**config.mk**
```make
export PLATFORM = sky130hd
export DESIGN_NAME = intc_im2_flat
export DESIGN_NICKNAME = d
export VERILOG_FILES = /design/src/rtl/intc_im2_if.sv /design/src/rtl/intc_im2.sv /design/src/flat_wrapper.sv
export SDC_FILE = /design/constraint.sdc
export NUM_CORES = 1
export LEC_CHECK = 0
export ABC_AREA = 1
export CAP_MARGIN = 20
export CORE_MARGIN = 2
export CORE_UTILIZATION = 29
export CTS_CLUSTER_DIAMETER = 80
export DETAILED_ROUTE_END_ITERATION = 8
export PLACE_DENSITY = 0.85
export SYNTH_ARGS = -nofsm -noshare
export SYNTH_HDL_FRONTEND = slang
export SYNTH_SLANG_ARGS = --single-unit
```
**constraint.sdc**
```tcl
create_clock -name clk28 -period 1.3 [get_ports clk28]
set_input_delay 0.26 -clock clk28 [delete_from_list [all_inputs] [get_ports clk28]]
set_output_delay 0.26 -clock clk28 [all_outputs]
set_load 0.03 [all_outputs]
```
**src/rtl/intc_im2_if.sv**
```systemverilog
// cpu_bus: Z80 bus signals watched by the IM2 interrupt controller
interface cpu_bus;
    logic       m1;
    logic       mreq;
    logic       iorq;
    logic       rd;
    logic [7:0] d;
    modport mon (input m1, mreq, iorq, rd, d);
endinterface

```
**src/rtl/intc_im2.sv**
```systemverilog
// intc_im2: Z80 IM2 interrupt controller, fixed priority (bit 0 highest); define INTC_RETI_EN for RETI-tracked nesting
module intc_im2 #(
    parameter int NSRC = 4
) (
    input  logic            clk28,
    input  logic            rst_n,
    cpu_bus.mon             bus,
    input  logic            clkcpu_ck,
    input  logic [NSRC-1:0] irq,
    input  logic [NSRC-1:0] irq_mask,
    input  logic [7:0]      vec_base,
    output logic            n_int,
    output logic            int_vector_rd,
    output logic [7:0]      int_vector_data,
    output logic [NSRC-1:0] in_service
);
    logic [NSRC-1:0] pending_q, pending_d, set_oh;
    logic [2:0]      ack_id_q, ack_id_d, win, isv_low;
    logic            valid_q, valid_d, ack_prev_q, n_int_q, n_int_d;
    logic            ack, ack_first, win_vld, isv_any, eligible, take;
    logic            unused_vec;

    assign unused_vec = ^vec_base[3:0];

    // priority pick: lowest pending source and lowest in-service source
    always_comb begin
        win     = '0;
        win_vld = 1'b0;
        isv_low = '0;
        isv_any = 1'b0;
        for (int i = NSRC - 1; i >= 0; i--) begin
            if (pending_q[i]) begin
                win     = 3'(i);
                win_vld = 1'b1;
            end
            if (in_service[i]) begin
                isv_low = 3'(i);
                isv_any = 1'b1;
            end
        end
    end

    // acknowledge decode, pending update (new request wins over ack clear), /INT timing
    always_comb begin
        eligible  = win_vld & (~isv_any | (win < isv_low));
        ack       = bus.iorq & bus.m1;
        ack_first = ack & ~ack_prev_q;
        take      = ack_first & eligible;
        set_oh    = take ? (NSRC'(1) << win) : '0;
        pending_d = ((pending_q & ~set_oh) | irq) & irq_mask;
        ack_id_d  = take ? win : ack_id_q;
        valid_d   = ack_first ? eligible : valid_q;
        n_int_d   = clkcpu_ck ? ~eligible : n_int_q;
    end

    // core controller state
    always_ff @(posedge clk28 or negedge rst_n) begin
        if (!rst_n) begin
            pending_q  <= '0;
            ack_id_q   <= '0;
            valid_q    <= 1'b0;
            ack_prev_q <= 1'b0;
            n_int_q    <= 1'b1;
        end else begin
            pending_q  <= pending_d;
            ack_id_q   <= ack_id_d;
            valid_q    <= valid_d;
            ack_prev_q <= ack;
            n_int_q    <= n_int_d;
        end
    end

    assign n_int           = n_int_q;
    assign int_vector_rd   = ack;
    assign int_vector_data = valid_q ? {vec_base[7:4], ack_id_q, 1'b0} : 8'hFF;

`ifdef INTC_RETI_EN
    typedef enum logic [1:0] {IDLE, GOT_ED, DONE} reti_e;
    reti_e           state_q, state_d;
    logic [NSRC-1:0] in_service_q, in_service_d, clr_oh;
    logic [7:0]      op_q, op_d;
    logic            fetch, fetch_prev_q, fall;

    // RETI (ED 4D) detection on opcode bytes captured at the end of each M1 fetch
    always_comb begin
        fetch        = bus.m1 & bus.mreq & bus.rd;
        fall         = fetch_prev_q & ~fetch;
        op_d         = fetch ? bus.d : op_q;
        state_d      = (state_q == DONE) ? IDLE :
                       !fall ? state_q :
                       (op_q == 8'hED) ? GOT_ED :
                       (state_q == GOT_ED && op_q == 8'h4D) ? DONE : IDLE;
        clr_oh       = (state_q == DONE && isv_any) ? (NSRC'(1) << isv_low) : '0;
        in_service_d = (in_service_q & ~clr_oh) | set_oh;
    end

    // RETI tracker and in-service bitmap
    always_ff @(posedge clk28 or negedge rst_n) begin
        if (!rst_n) begin
            state_q      <= IDLE;
            in_service_q <= '0;
            op_q         <= '0;
            fetch_prev_q <= 1'b0;
        end else begin
            state_q      <= state_d;
            in_service_q <= in_service_d;
            op_q         <= op_d;
            fetch_prev_q <= fetch;
        end
    end

    assign in_service = in_service_q;
`else
    logic unused_bus;
    assign unused_bus = ^{bus.mreq, bus.rd, bus.d, set_oh[0]};
    assign in_service = '0;
`endif
endmodule
```
**src/flat_wrapper.sv**
```systemverilog
// flat-port wrapper written by rule: the top's interface ports become plain ports
module intc_im2_flat 
#(
    parameter int NSRC = 4
)
  (clk28, rst_n, clkcpu_ck, irq, irq_mask, vec_base, n_int, int_vector_rd, int_vector_data, in_service, bus_m1, bus_mreq, bus_iorq, bus_rd, bus_d);
  cpu_bus bus_i ();
  input  logic clk28;
  input  logic rst_n;
  input  logic clkcpu_ck;
  input  logic [NSRC-1:0] irq;
  input  logic [NSRC-1:0] irq_mask;
  input  logic [7:0] vec_base;
  output logic n_int;
  output logic int_vector_rd;
  output logic [7:0] int_vector_data;
  output logic [NSRC-1:0] in_service;
  input wire logic [$bits(bus_i.m1)-1:0] bus_m1;
  input wire logic [$bits(bus_i.mreq)-1:0] bus_mreq;
  input wire logic [$bits(bus_i.iorq)-1:0] bus_iorq;
  input wire logic [$bits(bus_i.rd)-1:0] bus_rd;
  input wire logic [$bits(bus_i.d)-1:0] bus_d;
  assign bus_i.m1 = bus_m1;
  assign bus_i.mreq = bus_mreq;
  assign bus_i.iorq = bus_iorq;
  assign bus_i.rd = bus_rd;
  assign bus_i.d = bus_d;
  intc_im2 #(.NSRC(NSRC)) u_core (.clk28(clk28), .rst_n(rst_n), .bus(bus_i), .clkcpu_ck(clkcpu_ck), .irq(irq), .irq_mask(irq_mask), .vec_base(vec_base), .n_int(n_int), .int_vector_rd(int_vector_rd), .int_vector_data(int_vector_data), .in_service(in_service));
endmodule
```
# Word-level counts from Yosys, hierarchy flattened
# Cells that the tools add are included.
dict set report word_totals {
  output_inout_bits 14
  reg_bits 10
  in_bits 31
}
dict set report op_classes {
  shift 1
  n_mux 10
  bitwise_logic 9
}
# cell count
set ops {}
lappend ops {{4-bit AND} 2}
lappend ops {{8-bit two-way mux} 1}
lappend ops {{3-bit two-way mux} 2}
lappend ops {{1-bit two-way mux} 4}
lappend ops {{2-bit two-way mux} 2}
lappend ops {{4-bit two-way mux} 1}
lappend ops {{4-bit NOT} 1}
lappend ops {{4-bit bitwise OR} 1}
lappend ops {{1-bit by 3-bit left shift with 4-bit output, first input constant} 1}
lappend ops {{1-bit AND} 3}
lappend ops {{1-bit NOT} 2}

# Depth between registers and ports, before layout
dict set report logic_depth {
  ltp_word 10
  mapped_depth 7
  mapped_depth_nobuf 7
}

# Least setup slack after synthesis
# Ideal clock, no wire load.
dict set report synth_timing {
  path_type {register -> output}
  startpoint {register u_core.valid_q}
  endpoint {output int_vector_data[1]}
  required_ns 1.040
  setup_slack_ns 0.157
  path_buffers 0
  stages_incl_launch_ff 3
  arrival_time_ns 0.883
  path_cell_list {dfrtp_1 -> inv_1 -> or2_2}
}
dict set report synth_via {
  elab_chain_len 1
}
# item line_no
set synth_lines {}
lappend synth_lines {{start, declared} intc_im2.sv:19} ;# logic valid_q, valid_d, ack_prev_q, n_int_q, n_int_d;
lappend synth_lines {{start signal, assigned} intc_im2.sv:67} ;# valid_q <= valid_d;
lappend synth_lines {{8-bit two-way mux} intc_im2.sv:75} ;# assign int_vector_data = valid_q ? {vec_base[7:4], ack_id_q, 1'b0} : 8'hFF;
lappend synth_lines {{end, declared} flat_wrapper.sv:16} ;# output logic [7:0] int_vector_data;
# No other way between the ends.

# Worst setup path in the final report
dict set report layout_timing {
  startpoint {input vec_base[7]}
  endpoint {output int_vector_data[7]}
}
dict set report layout_via {
  elab_chain_len 1
}
# item line_no
set layout_lines {}
lappend layout_lines {{start, declared} flat_wrapper.sv:13} ;# input logic [7:0] vec_base;
lappend layout_lines {{8-bit two-way mux} intc_im2.sv:75}
# No other way between the ends.

==> metrics.txt <==
initial antenna violation count 0; GR Overflow Total 0; CTS buffer count 3; filler-free cell count of the finished design about 110; Worst Reg-to-Reg Cells 6; DRC 0; post-layout min period approximately 1400 ps; PwrDens ~1100 nW/um^2; Die ar. just over 2000 um^2; final hold vios 0; clock tree from TritonCTS yes; CP Capture Type output pin; unrepaired setup endpoints after global routing yes; cell area after synthesis between 400 and 500 um^2; CP required roughly 1000 ps; Mapped Cells between 60 and 70; final WL about 1000 um; DR vias 480; Initial DRC Count 2; failing checks setup timing; most frequent cells in the layout clkdlybuf4s50_1, nand2_1, buf_6; clock sink count 9; Net count, final about 130; number of global-route vias before repair between 400 and 500; Seq cells post-synth 9; worst reg2reg endpoint u_core.pending_q[3]; VDD IR max between 0.6 and 0.7 mV; nature of the critical path startpoint input pin; Initial Util about a third; Mean Syn Cell Area around 8.1 um^2; reg-to-reg slack, setup ~250 ps; Rows 14; share of layout cells above drive strength 1 33.68%; Clock Tree Root clkbuf_4; Max Cap Viol 0; hpwl dp 758.6 um; Die X 45.18 um; worst path arrival time around 1100 ps; synth warn 0; Final Max Slew Viols 0; reg2reg start u_core.pending_q[1]; Worst-path clk slew roughly 60 ps; H-tree depth 1; WS Path Type in2out; routability cong. 0.7979; Setup Skew 1.879 ps; period utilization 107.6%; Wirelength per Cell just over 9 um; worst hold-check path type in2async; Area growth, synth to finish 70.74%; die height between 40 and 50 um; sequential-to-total area share from yosys stat a little under half; largest net degree at the start of global routing 10; status complete, but fails checks; LEAKAGE ~0.43 nW; Final Setup Violations 7; commonest non-fill, non-tap cell in the layout clkdlybuf4s50_1; io pins 45; first-pass GRT wire length about 1600 um; Synth cell types 17; Initial DRT Pass Iterations 3; antenna cells 0; Achievable Freq ~0.71 GHz; final setup TNS -435.3 ps; Total GRT Usage approximately 11%; clock tree buffer depth 2; Clock Latency Late Sink 260 ps; core area 1541 um^2; ANT nets after route 0; IO Port Bufs 26; final worst setup slack -99.19 ps; worst-path fanout max 1; detail-routed via count per cell roughly 4.3; Cells after DPL around 100; CTS Hold Buffers Added 0
==> critical path, stage by stage <==
cell             delay, ps
clkdlybuf4s50_1        410
or2_2                  320
buf_6                  150
==> cells by family after synthesis <==
family | share of synthesized area [%]
and+or+nand+nor | 24.68
buffers and inverters | 16.03
AOI/OAI and AO/OA | 12.47
DFF | 46.06
other | 0.7626
==> cell type report <==
| cell class | instances | area (um^2) |
|---|---|---|
| clock buffer | 4 | 26.28 |
| fill | 142 | 701.9 |
| inverter | 11 | 41.29 |
| multi-input combinational | 39 | 202.7 |
| sequential | 9 | 226.5 |
| tap | 16 | 20.02 |
| timing repair buffer | 32 | 322.8 |
==> stage by stage <==
step | worst slack, ps | total power, W | util, % | hold slack, ps | cell area, um^2
CTS | -88.09 | 0.0009548 | 53.41 | 297.6 | 823.3
detailed placement | -506.3 | 0.0006814 | 48.86 | 468.0 | 753.2
floorplan | 157.0 | 0.0005429 | - | -35.59 | 503.0
finish | -99.19 | 0.0009556 | 54.46 | 290.8 | 839.6
global placement | -495.4 | 0.0006769 | 48.86 | 462.3 | 753.2
global route | -120.5 | 0.001012 | 54.46 | 318.7 | 839.6
==> registers in the layout, indices dropped and copies added (netlist names) <==
register and count:
u_core.pending_q 4, u_core.ack_id_q 2, u_core.ack_prev_q 1, u_core.n_int 1, u_core.valid_q 1
==> metal layers <==
layer / GRT usage [%] / vias up / wire length, um
li1: - / 244 / -
met5: 0 / - / 0
met4: 5.882 / 0 / 0
met3: 5.600 / 0 / 132
met1: 8.479 / 208 / 341
met2: 21.43 / 28 / 549
==> power by group <==
group	internal, W	switching, W	leakage (nW)	total [W]
Sequential	0.000314	0.0000154	0.111	0.000329
Combinational	0.000210	0.000205	0.305	0.000415
Clock	0.000118	0.0000936	0.0150	0.000212
==> how the worst max path moves through the flow <==
| stage | startpoint | slack (ps) | depth (start not counted) | end |
|---|---|---|---|---|
| global placement | vec_base[4] | -500 | 3 | int_vector_data[4] |
| detailed placement | vec_base[6] | -510 | 3 | int_vector_data[6] |
| finish | vec_base[7] | -100 | 3 | int_vector_data[7] |
| floorplan | u_core.valid_q | 160 | 2 | int_vector_data[1] |
| CTS | u_core.valid_q | -90 | 4 | int_vector_data[2] |
| global route | u_core.valid_q | -120 | 4 | int_vector_data[1] |
==> cells in the mapped netlist <==
library cell | count | share of area (%)
a21boi_2 | 1 | 2.3
a21oi_1 | 4 | 4.1
buf_4 | 5 | 7.6
clkinv_1 | 1 | 0.76
conb_1 | 1 | 0.76
dfrtp_1 | 8 | 41
dfstp_2 | 1 | 5.3
inv_1 | 10 | 7.6
nand2_1 | 12 | 9.2
nand2_2 | 1 | 1.3
nand3_1 | 1 | 1.0
nand3_2 | 1 | 2.0
nor2_1 | 3 | 2.3
nor2_2 | 1 | 1.3
o21a_1 | 2 | 3.1
o21ai_0 | 3 | 3.1
or2_2 | 6 | 7.6
==> what timing repair did <==
item,4_1_cts,5_1_grt
gates resized for setup,36,4
setup endpoints to repair,7,8
pin swaps,0,1
buffers inserted,2,1
Note: power is estimated with default switching activity, not from simulation.
